**config.mk**
```make
export PLATFORM = sky130hd
export DESIGN_NAME = dm_store_queue_flat
export DESIGN_NICKNAME = d
export VERILOG_FILES = /design/src/rtl/dm_store_queue_pkg.sv /design/src/rtl/dm_store_queue_if.sv /design/src/rtl/dm_sq_match.sv /design/src/rtl/dm_store_queue.sv /design/src/flat_wrapper.sv
export SDC_FILE = /design/constraint.sdc
export NUM_CORES = 1
export LEC_CHECK = 0
export ABC_AREA = 1
export CAP_MARGIN = 25
export CORE_MARGIN = 2
export CORE_UTILIZATION = 35
export DETAILED_ROUTE_END_ITERATION = 10
export SYNTH_ARGS = -nofsm -noshare
export SYNTH_HDL_FRONTEND = slang
export SYNTH_SLANG_ARGS = --single-unit
```
**constraint.sdc**
```tcl
create_clock -name clk -period 5.5 [get_ports clk]
set_input_delay 0.825 -clock clk [delete_from_list [all_inputs] [get_ports clk]]
set_output_delay 0.825 -clock clk [all_outputs]
set_load 0.1 [all_outputs]
```
**src/rtl/dm_store_queue_pkg.sv**
```systemverilog
// Shared types and constants for the data-memory store queue: entry layout,
// sequencer state encoding, byte-enable lane encodings and the lane-merge helper.
package dm_store_queue_pkg;

  localparam int ADDR_W  = 32;
  localparam int DATA_W  = 32;
  localparam int BE_W    = 4;
  localparam int WADDR_W = ADDR_W - 2;

  localparam logic [BE_W-1:0] BE_WORD    = 4'b1111;
  localparam logic [BE_W-1:0] BE_HALF_LO = 4'b0011;
  localparam logic [BE_W-1:0] BE_HALF_HI = 4'b1100;
  localparam logic [BE_W-1:0] BE_BYTE0   = 4'b0001;
  localparam logic [BE_W-1:0] BE_BYTE1   = 4'b0010;
  localparam logic [BE_W-1:0] BE_BYTE2   = 4'b0100;
  localparam logic [BE_W-1:0] BE_BYTE3   = 4'b1000;

  typedef enum logic {
    SQ_IDLE = 1'b0,
    SQ_REQ  = 1'b1
  } sq_state_t;

  typedef struct packed {
    logic [WADDR_W-1:0] waddr;
    logic [BE_W-1:0]    byteen;
    logic [DATA_W-1:0]  data;
  } sq_entry_t;

  // Fold a new store into an existing entry: enables accumulate, enabled lanes take the new data.
  function automatic sq_entry_t sq_merge(sq_entry_t e, logic [BE_W-1:0] be, logic [DATA_W-1:0] d);
    sq_entry_t r;
    r        = e;
    r.byteen = e.byteen | be;
    for (int b = 0; b < BE_W; b++) begin
      if (be[b]) r.data[8*b +: 8] = d[8*b +: 8];
    end
    return r;
  endfunction

endpackage

```
**src/rtl/dm_store_queue_if.sv**
```systemverilog
// Store/load/memory-bus signal bundle of the store queue; slave = queue side,
// master = M stage plus memory bus side.
interface dm_store_queue_if
  import dm_store_queue_pkg::*;
#(
  parameter int DEPTH = 4
);
  localparam int PTR_W = $clog2(DEPTH);

  logic               st_valid;
  logic [ADDR_W-1:0]  st_addr;
  logic [BE_W-1:0]    st_byteen;
  logic [DATA_W-1:0]  st_wdata;
  logic               st_ready;
  logic               ld_valid;
  logic [ADDR_W-1:0]  ld_addr;
  logic               ld_stall;
  logic               mem_req;
  logic [ADDR_W-1:0]  mem_addr;
  logic [BE_W-1:0]    mem_byteen;
  logic [DATA_W-1:0]  mem_wdata;
  logic               mem_ack;
  logic [PTR_W:0]     sq_count;
  logic               sq_empty;

  modport slave (
    input  st_valid, st_addr, st_byteen, st_wdata, ld_valid, ld_addr, mem_ack,
    output st_ready, ld_stall, mem_req, mem_addr, mem_byteen, mem_wdata, sq_count, sq_empty
  );

  modport master (
    output st_valid, st_addr, st_byteen, st_wdata, ld_valid, ld_addr, mem_ack,
    input  st_ready, ld_stall, mem_req, mem_addr, mem_byteen, mem_wdata, sq_count, sq_empty
  );

endinterface

```
**src/rtl/dm_sq_match.sv**
```systemverilog
// DEPTH-wide word-address comparator: flags every valid entry whose word address equals key.
module dm_sq_match
  import dm_store_queue_pkg::*;
#(
  parameter int DEPTH = 4
) (
  input  logic [DEPTH-1:0]              valid,
  input  logic [DEPTH-1:0][WADDR_W-1:0] waddrs,
  input  logic [WADDR_W-1:0]            key,
  output logic [DEPTH-1:0]              hit
);

  always_comb begin
    for (int i = 0; i < DEPTH; i++) begin
      hit[i] = valid[i] && (waddrs[i] == key);
    end
  end

endmodule

```
**src/rtl/dm_store_queue.sv**
```systemverilog
// Posted-write store queue: accepts byte-enabled stores, drains them in order over req/ack,
// stalls loads to pending words. Define DM_SQ_MERGE_EN to merge into the youngest entry.
module dm_store_queue
  import dm_store_queue_pkg::*;
#(
  parameter int DEPTH = 4
) (
  input logic            clk,
  input logic            reset,
  dm_store_queue_if.slave sq
);

  localparam int             PTR_W      = $clog2(DEPTH);
  localparam logic [PTR_W:0] FULL_COUNT = (PTR_W+1)'(DEPTH);
  localparam logic [PTR_W:0] ONE_COUNT  = (PTR_W+1)'(1);

  sq_entry_t                     entries [DEPTH];
  logic [DEPTH-1:0]              valid;
  logic [DEPTH-1:0][WADDR_W-1:0] waddrs;
  logic [DEPTH-1:0]              ld_hit;
  logic [PTR_W-1:0]              wr_ptr, rd_ptr, young_ptr, next_ptr, load_ptr;
  logic [PTR_W:0]                count;
  sq_state_t                     state;
  logic                          full, merge_hit, accept, alloc, pop;
  sq_entry_t                     load_ent;
  logic                          unused_lsbs;

  assign young_ptr = wr_ptr - 1'b1;
  assign next_ptr  = rd_ptr + 1'b1;
  assign full      = (count == FULL_COUNT);

  always_comb begin
    for (int i = 0; i < DEPTH; i++) waddrs[i] = entries[i].waddr;
  end

  dm_sq_match #(.DEPTH(DEPTH)) u_ld_match (
    .valid  (valid),
    .waddrs (waddrs),
    .key    (sq.ld_addr[ADDR_W-1:2]),
    .hit    (ld_hit)
  );

  assign sq.ld_stall = sq.ld_valid && (|ld_hit);

`ifdef DM_SQ_MERGE_EN
  logic [DEPTH-1:0] st_hit;
  sq_entry_t        merged;
  logic             merge_do;

  dm_sq_match #(.DEPTH(DEPTH)) u_st_match (
    .valid  (valid),
    .waddrs (waddrs),
    .key    (sq.st_addr[ADDR_W-1:2]),
    .hit    (st_hit)
  );

  // The entry already on the bus must stay frozen, so it is never a merge target.
  assign merge_hit = st_hit[young_ptr] && !((state == SQ_REQ) && (young_ptr == rd_ptr));
  assign merged    = sq_merge(entries[young_ptr], sq.st_byteen, sq.st_wdata);
  assign merge_do  = accept && merge_hit;
`else
  assign merge_hit = 1'b0;
`endif

  assign sq.st_ready = !full || merge_hit;
  assign accept      = sq.st_valid && sq.st_ready && (sq.st_byteen != '0);
  assign alloc       = accept && !merge_hit;
  assign pop         = (state == SQ_REQ) && sq.mem_ack;
  assign load_ptr    = (state == SQ_IDLE) ? rd_ptr : next_ptr;

  // Entry about to be copied to the bus registers; forwards a merge landing on it this cycle.
  always_comb begin
    // NOTE: default first so every path assigns load_ent and no latch is inferred.
    load_ent = entries[load_ptr];
`ifdef DM_SQ_MERGE_EN
    if (merge_do && (load_ptr == young_ptr)) load_ent = merged;
`endif
  end

  // NOTE: payload storage is not reset; the valid bits alone decide what is pending.
  always_ff @(posedge clk) begin
    if (alloc) begin
      entries[wr_ptr] <= '{waddr: sq.st_addr[ADDR_W-1:2], byteen: sq.st_byteen, data: sq.st_wdata};
    end
`ifdef DM_SQ_MERGE_EN
    if (merge_do) entries[young_ptr] <= merged;
`endif
  end

  always_ff @(posedge clk or posedge reset) begin
    if (reset) begin
      valid         <= '0;
      wr_ptr        <= '0;
      rd_ptr        <= '0;
      count         <= '0;
      state         <= SQ_IDLE;
      sq.mem_req    <= 1'b0;
      sq.mem_addr   <= '0;
      sq.mem_byteen <= '0;
      sq.mem_wdata  <= '0;
    end else begin
      if (alloc) begin
        valid[wr_ptr] <= 1'b1;
        wr_ptr        <= wr_ptr + 1'b1;
      end
      if (pop) begin
        valid[rd_ptr] <= 1'b0;
        rd_ptr        <= next_ptr;
      end
      case ({alloc, pop})
        2'b10:   count <= count + 1'b1;
        2'b01:   count <= count - 1'b1;
        default: ;
      endcase

      case (state)
        SQ_IDLE: begin
          if (count != '0) begin
            state         <= SQ_REQ;
            sq.mem_req    <= 1'b1;
            sq.mem_addr   <= {load_ent.waddr, 2'b00};
            sq.mem_byteen <= load_ent.byteen;
            sq.mem_wdata  <= load_ent.data;
          end
        end
        SQ_REQ: begin
          if (sq.mem_ack) begin
            if (count > ONE_COUNT) begin
              sq.mem_addr   <= {load_ent.waddr, 2'b00};
              sq.mem_byteen <= load_ent.byteen;
              sq.mem_wdata  <= load_ent.data;
            end else begin
              state      <= SQ_IDLE;
              sq.mem_req <= 1'b0;
            end
          end
        end
        default: state <= SQ_IDLE;
      endcase
    end
  end

  assign sq.sq_count  = count;
  assign sq.sq_empty  = (count == '0);
  assign unused_lsbs  = ^{sq.st_addr[1:0], sq.ld_addr[1:0]};

endmodule

```
**src/flat_wrapper.sv**
```systemverilog
// flat-port wrapper written by rule: the top's interface ports become plain ports
module dm_store_queue_flat import dm_store_queue_pkg::*;
#(
  parameter int DEPTH = 4
)
  (clk, reset, sq_st_valid, sq_st_addr, sq_st_byteen, sq_st_wdata, sq_ld_valid, sq_ld_addr, sq_mem_ack, sq_st_ready, sq_ld_stall, sq_mem_req, sq_mem_addr, sq_mem_byteen, sq_mem_wdata, sq_sq_count, sq_sq_empty);
  dm_store_queue_if #(.DEPTH(DEPTH)) sq_i ();
  input logic clk;
  input logic reset;
  input wire logic [$bits(sq_i.st_valid)-1:0] sq_st_valid;
  input wire logic [$bits(sq_i.st_addr)-1:0] sq_st_addr;
  input wire logic [$bits(sq_i.st_byteen)-1:0] sq_st_byteen;
  input wire logic [$bits(sq_i.st_wdata)-1:0] sq_st_wdata;
  input wire logic [$bits(sq_i.ld_valid)-1:0] sq_ld_valid;
  input wire logic [$bits(sq_i.ld_addr)-1:0] sq_ld_addr;
  input wire logic [$bits(sq_i.mem_ack)-1:0] sq_mem_ack;
  output wire logic [$bits(sq_i.st_ready)-1:0] sq_st_ready;
  output wire logic [$bits(sq_i.ld_stall)-1:0] sq_ld_stall;
  output wire logic [$bits(sq_i.mem_req)-1:0] sq_mem_req;
  output wire logic [$bits(sq_i.mem_addr)-1:0] sq_mem_addr;
  output wire logic [$bits(sq_i.mem_byteen)-1:0] sq_mem_byteen;
  output wire logic [$bits(sq_i.mem_wdata)-1:0] sq_mem_wdata;
  output wire logic [$bits(sq_i.sq_count)-1:0] sq_sq_count;
  output wire logic [$bits(sq_i.sq_empty)-1:0] sq_sq_empty;
  assign sq_i.st_valid = sq_st_valid;
  assign sq_i.st_addr = sq_st_addr;
  assign sq_i.st_byteen = sq_st_byteen;
  assign sq_i.st_wdata = sq_st_wdata;
  assign sq_i.ld_valid = sq_ld_valid;
  assign sq_i.ld_addr = sq_ld_addr;
  assign sq_i.mem_ack = sq_mem_ack;
  assign sq_st_ready = sq_i.st_ready;
  assign sq_ld_stall = sq_i.ld_stall;
  assign sq_mem_req = sq_i.mem_req;
  assign sq_mem_addr = sq_i.mem_addr;
  assign sq_mem_byteen = sq_i.mem_byteen;
  assign sq_mem_wdata = sq_i.mem_wdata;
  assign sq_sq_count = sq_i.sq_count;
  assign sq_sq_empty = sq_i.sq_empty;
  dm_store_queue #(.DEPTH(DEPTH)) u_core (.clk(clk), .reset(reset), .sq(sq_i));
endmodule
```
==> metrics <==
layout cells sized above 1 6.63%; H-Tree Depth 2; Cell Rows 76; Final Hold Vio Count 0; max-slew violation count 0; Period minus WS final 3.76 ns; drt pass-1 iters 5; P_leak 7.78 nW; Fin Clk Skew 0.0189 ns; worst hold path class flip-flop to flip-flop; Worst Path Max Fanout 6; FILL cells 4,091; power per cell area 659 nW/um^2; commonest cells after routing, fill and taps aside nand2_1 (331), edfxtp_1 (264), nor2_1 (217); Worst Path Arrival 2.93 ns; Worst Tran Pin Value 1.12 ns; first-pass GRT wire length 64,000 um; Final Cell Area 19,300 um^2; max incr delay on CP 0.66 ns; area grow syn2layout 24.9%; Slew HR 24.9%; Post-CTS Setup Inserts 0; TritonCTS Buffers 39; Yosys warnings 0; Fmax 266 MHz; syn avg cell area 10.3 um^2; worst endpoint required time 4.68 ns; Worst Hold End u_core.sq.mem_wdata[12]; most common library cell in the layout ignoring fill and taps nand2_1; clk slew on worst S/H paths 0.06 ns; clk sinks 343; vias in the first global route 10,800; Mapped Cells 1,500; overall power 0.0127 W; chip width 214 um; DRT iter0 DRCs 737; DRC viols 0; Vias/cell 4.71; ANT nets after route 0; hpwl dp 27,900 um; Worst Hold Launch u_core.sq.mem_wdata[12]; R2R Setup Slk 2.86 ns; post-cts resize count 0; # IOs 180; critical path class input port to output pin; hold_buf cts 0; Total Wirelength 41,600 um; die height 214 um; Port-buffer cells 173; Clock Latency Late Sink 0.56 ns; peak supply drop 0.000547 V; status complete, no violations; Initial Utilization 35.6%; MaxCap Viol Count 0; RSZ-0062 raised after global routing no; Worst R2R Path Depth 6; Seq/Total Area, Yosys 64.2%; Total GRT Usage 18.3%; CP max-delay cell clkdlybuf4s50_1; routability cong. 0.906; dpl cell area 17,800 um^2; Yosys reg bits 343; initial antenna violation count 4; dpl cells 2,215; Root Buffer Master clkbuf_16; core region area 43,300 um^2; cell-by-cell trace of the critical path clkdlybuf4s50_1 > inv_1 > a21boi_0 > nand2_1 > nor2_1 > nand2_1 > nor2_1 > nand2_1 > nand2_1 > nor2_1 > nor2_1 > buf_4; terminus of the critical flop-to-flop path u_core.entries[3][25]; cell area after synthesis 15,400 um^2; Worst setup EP type output pin; crit path launch type input port; Max Root-Sink Buffers 3; hold depth 2; gr ovfl total 0; Cell variety after synth 32; pin count of the biggest net entering global routing 90; Final setup viols 0; Final Non-Filler Cells 2,292; area of the die 45,800 um^2; Critical R2R Launch u_core.sq.sq_count[0]; count of nets after finishing 1,792; routed len/inst 18.2 um; via count 10,800; Final Util 44.5%; WHS 0.489 ns; fin crit share 68.3%; CTS tree yes
==> registers in the layout, summed over array words and instances (netlist names) <==
signal	cells
u_core.sq.mem_wdata	32
u_core.state	1
u_core.entries	264
u_core.sq.mem_byteen	4
u_core.sq.mem_addr	30
u_core.rd_ptr	2
u_core.wr_ptr	2
u_core.sq.sq_count	3
u_core.valid	4
u_core.sq.mem_req	1
==> synth_stat cells, drive strengths merged <==
cell	count	share of area, %
a21boi	3	0.15
a21oi	1	0.032
a2bb2oi	4	0.23
buf	37	1.3
clkbuf	24	0.58
conb	1	0.024
dfrtp	79	13
edfxtp	264	51
ha	13	1.1
inv	202	4.9
mux2	20	1.5
nand2	333	8.2
nand3	3	0.097
nand4	13	0.53
nor2	221	5.4
nor3	36	1.2
o211ai	31	1.5
o21ai	101	3.3
o21bai	37	1.8
o22ai	2	0.081
o31ai	28	1.4
or2	1	0.041
xnor2	40	2.3
xor2	6	0.34
==> cell families after synthesis <==
kind of cell / count (synthesis) / share of synthesized area (%)
xor+xnor: 46 / 2.61
other cells: 1 / 0.0243
compound gates: 207 / 8.46
fa+ha+maj: 13 / 1.05
simple gates: 607 / 15.4
flops: 343 / 64.2
mux: 20 / 1.46
buf+inv: 263 / 6.78
==> report_power, final <==
group / internal, W / switching, W
combinational: 0.00174 / 0.00439
clock: 0.00168 / 0.00106
sequential: 0.00352 / 0.000311
==> how the worst max path moves through the flow <==
stage                                from                    to  depth (start not counted)
finish                      sq_ld_addr[6]           sq_ld_stall                         12
global route                sq_ld_addr[6]           sq_ld_stall                         12
CTS                         sq_ld_addr[6]           sq_ld_stall                         12
detailed placement          sq_ld_addr[6]           sq_ld_stall                         12
global placement            sq_ld_addr[6]           sq_ld_stall                         12
floorplan           u_core.sq.sq_count[0]  u_core.entries[0][0]                          5
==> routing by layer <==
metal	share of wire (%)	vias up	track usage, %
met2	47	291	29.7
met1	44	5153	23.8
li1	-	5281	-
met4	3.0	2	7.09
met5	0.031	-	0
met3	6.2	71	4.10
==> critical path, delay by kind of cell <==
family / cells / cell delay [ns]
buf+inv: 3 / 1.07
simple gates: 8 / 0.74
compound gates: 1 / 0.29
==> area by class of cell <==
class / instances / area, um^2 / share of cell area [%]
inverter: 202 / 763 / 3.96
sequential: 343 / 9900 / 51.4
multi-input combinational: 895 / 4520 / 23.5
clock buffer: 52 / 1090 / 5.64
timing repair buffer: 193 / 1990 / 10.3
clock inverter: 20 / 265 / 1.38
antenna: 2 / 5.00 / 0.0260
tap: 585 / 732 / 3.80
==> through the flow <==
stage	setup WS (ns)	setup TNS [ns]
finish	1.74	0
CTS	1.72	0
floorplan	-0.319	-84.56
global route	1.56	0
global placement	1.76	0
detailed placement	1.73	0
No activity file was read; power rests on OpenSTA's default activity.
==> RTL change: new RTL, same settings <==
`DEPTH` is set to 4 in 4 places; all go to 2.
--- a/src/rtl/dm_store_queue_if.sv
+++ b/src/rtl/dm_store_queue_if.sv
@@ -3,7 +3,7 @@
 interface dm_store_queue_if
   import dm_store_queue_pkg::*;
 #(
-  parameter int DEPTH = 4
+  parameter int DEPTH = 2
 );
   localparam int PTR_W = $clog2(DEPTH);
 
--- a/src/rtl/dm_sq_match.sv
+++ b/src/rtl/dm_sq_match.sv
@@ -2,7 +2,7 @@
 module dm_sq_match
   import dm_store_queue_pkg::*;
 #(
-  parameter int DEPTH = 4
+  parameter int DEPTH = 2
 ) (
   input  logic [DEPTH-1:0]              valid,
   input  logic [DEPTH-1:0][WADDR_W-1:0] waddrs,
--- a/src/rtl/dm_store_queue.sv
+++ b/src/rtl/dm_store_queue.sv
@@ -3,7 +3,7 @@
 module dm_store_queue
   import dm_store_queue_pkg::*;
 #(
-  parameter int DEPTH = 4
+  parameter int DEPTH = 2
 ) (
   input logic            clk,
   input logic            reset,
--- a/src/flat_wrapper.sv
+++ b/src/flat_wrapper.sv
@@ -1,7 +1,7 @@
 // flat-port wrapper written by rule: the top's interface ports become plain ports
 module dm_store_queue_flat import dm_store_queue_pkg::*;
 #(
-  parameter int DEPTH = 4
+  parameter int DEPTH = 2
 )
   (clk, reset, sq_st_valid, sq_st_addr, sq_st_byteen, sq_st_wdata, sq_ld_valid, sq_ld_addr, sq_mem_ack, sq_st_ready, sq_ld_stall, sq_mem_req, sq_mem_addr, sq_mem_byteen, sq_mem_wdata, sq_sq_count, sq_sq_empty);
   dm_store_queue_if #(.DEPTH(DEPTH)) sq_i ();
Ports: changed (resized sq_sq_count); port bits go from 180 to 179. The function was not compared with the original's and may differ.
==> RTL change against the unedited design <==
- critical path depth is the same
- sequential cell count shrank 137
- highest routed layer unchanged
- cell area shrank 41%
- critical path type unchanged
- area after synthesis shrank 44%
- worst setup slack gained 0.34 ns
- largest cell class unchanged
- wire length shrank 46%
Power is left out: the tool's default activity adds up to more than one toggle a clock period on the data nets, which glitch-free logic cannot reach.
==> RTL change: results (changes against the unedited design) <==
==============================================================================
Run status                                                        finished, final reports clean
Initial drt markers                                                        326   -56%
Async SR Flop Fraction                                                  0.3592   +0.1289
Number of enable-type register cells in the synthesized netlist            132   -50%
Post-DP Area                                                      0.01072 sq mm   -40%
M2 GR Usage                                                             0.2825   -0.01406
Sequential-to-total area share from yosys stat                          0.6748   +0.03258
Initial antenna violation count                                              6   +2
WL met2                                                           10,460 microns   -47%
Amount of wire on met3 after detailed routing                     1644 microns   -36%
Fraction of final layout cells sized beyond drive strength 1           0.04854   -0.01773
Largest net degree at the start of global routing                           68   -24%
Half-perimeter wire length after placement                        14,550 microns   -48%
DP Cell Count                                                            1,311   -41%
Register-to-register path setup slack                                  3.19 ns   +0.33 ns
Pre-CTS setup slack                                                   2.046 ns   +0.3126 ns
Number of vias per cell                                                  4.655   -1.2%
Worst path setup slack after routing                                  2.084 ns   +0.3390 ns
Largest registers                                                 u_core.entries x132, u_core.sq.mem_wdata x32, u_core.sq.mem_addr x30
Final Wtd Congestion                                                    0.8351   -7.8%
Mean cell area of the mapped netlist                               10.25 sq um   -0.33%
Critical-path maximum fanout                                                 4   -2
Clock latency reported for the late side of the worst-skew pair        0.52 ns   -0.04 ns
Tot GR Track Use                                                        0.1715   -0.01123
Via count of the first global-routing pass                               6,221   -43%
==============================================================================
## RTL change: cell count changes after synthesis, moves of 50 or more
cell and change:
sky130_fd_sc_hd__edfxtp_1 -132, sky130_fd_sc_hd__o21ai_1 -50, sky130_fd_sc_hd__nand3_1 +66, sky130_fd_sc_hd__inv_1 -115, sky130_fd_sc_hd__nor2_1 -103, sky130_fd_sc_hd__nand2_1 -105
sky130_fd_sc_hd__a31oi_1 +66
## RTL change: kinds of logic (layout without fill, tap and decap cells)
kind of cell    count (synthesis)  after routing  share of synthesized area
simple gates                  415            415                     0.1915
flops                         206            206                     0.6748
buf+inv                       123            311                    0.05894
compound gates                 83             83                    0.05938
xor+xnor                        9              9                   0.009147
fa+ha+maj                       4              4                   0.005807
other cells                     1              3                  0.0004351
## RTL change: path summary, 6_finish.rpt
check,from,cells after the start,to
max in group asynchronous,reset,3,u_core.sq.mem_byteen[2]
worst max register to register,u_core.sq.sq_count[1],8,u_core.sq.mem_wdata[1]
min in group asynchronous,reset,2,u_core.sq.mem_wdata[23]
worst max-delay path,sq_ld_addr[5],12,sq_ld_stall
worst min register to register,u_core.rd_ptr,1,u_core.valid[1]
worst min-delay path,u_core.rd_ptr,1,u_core.valid[1]
## RTL change: per-stage QoR
step / util / TNS [ns]
finish: 0.4725 / 0
global route: 0.4724 / 0
CTS: 0.4716 / 0
detailed placement: 0.4420 / 0
global placement: 0.4404 / 0
floorplan: - / -11.92
## RTL change: area by class of cell
type                    instances  area (sq um)
diodes                          1         2.502
clock buffers                  32         619.3
clock inverters                10         98.84
fillers                      2261         12790
inverters                      86         324.1
multi-input cells             513          2328
flip-flops and latches        206          5816
well taps                     324         405.4
repair buffers                183          1864
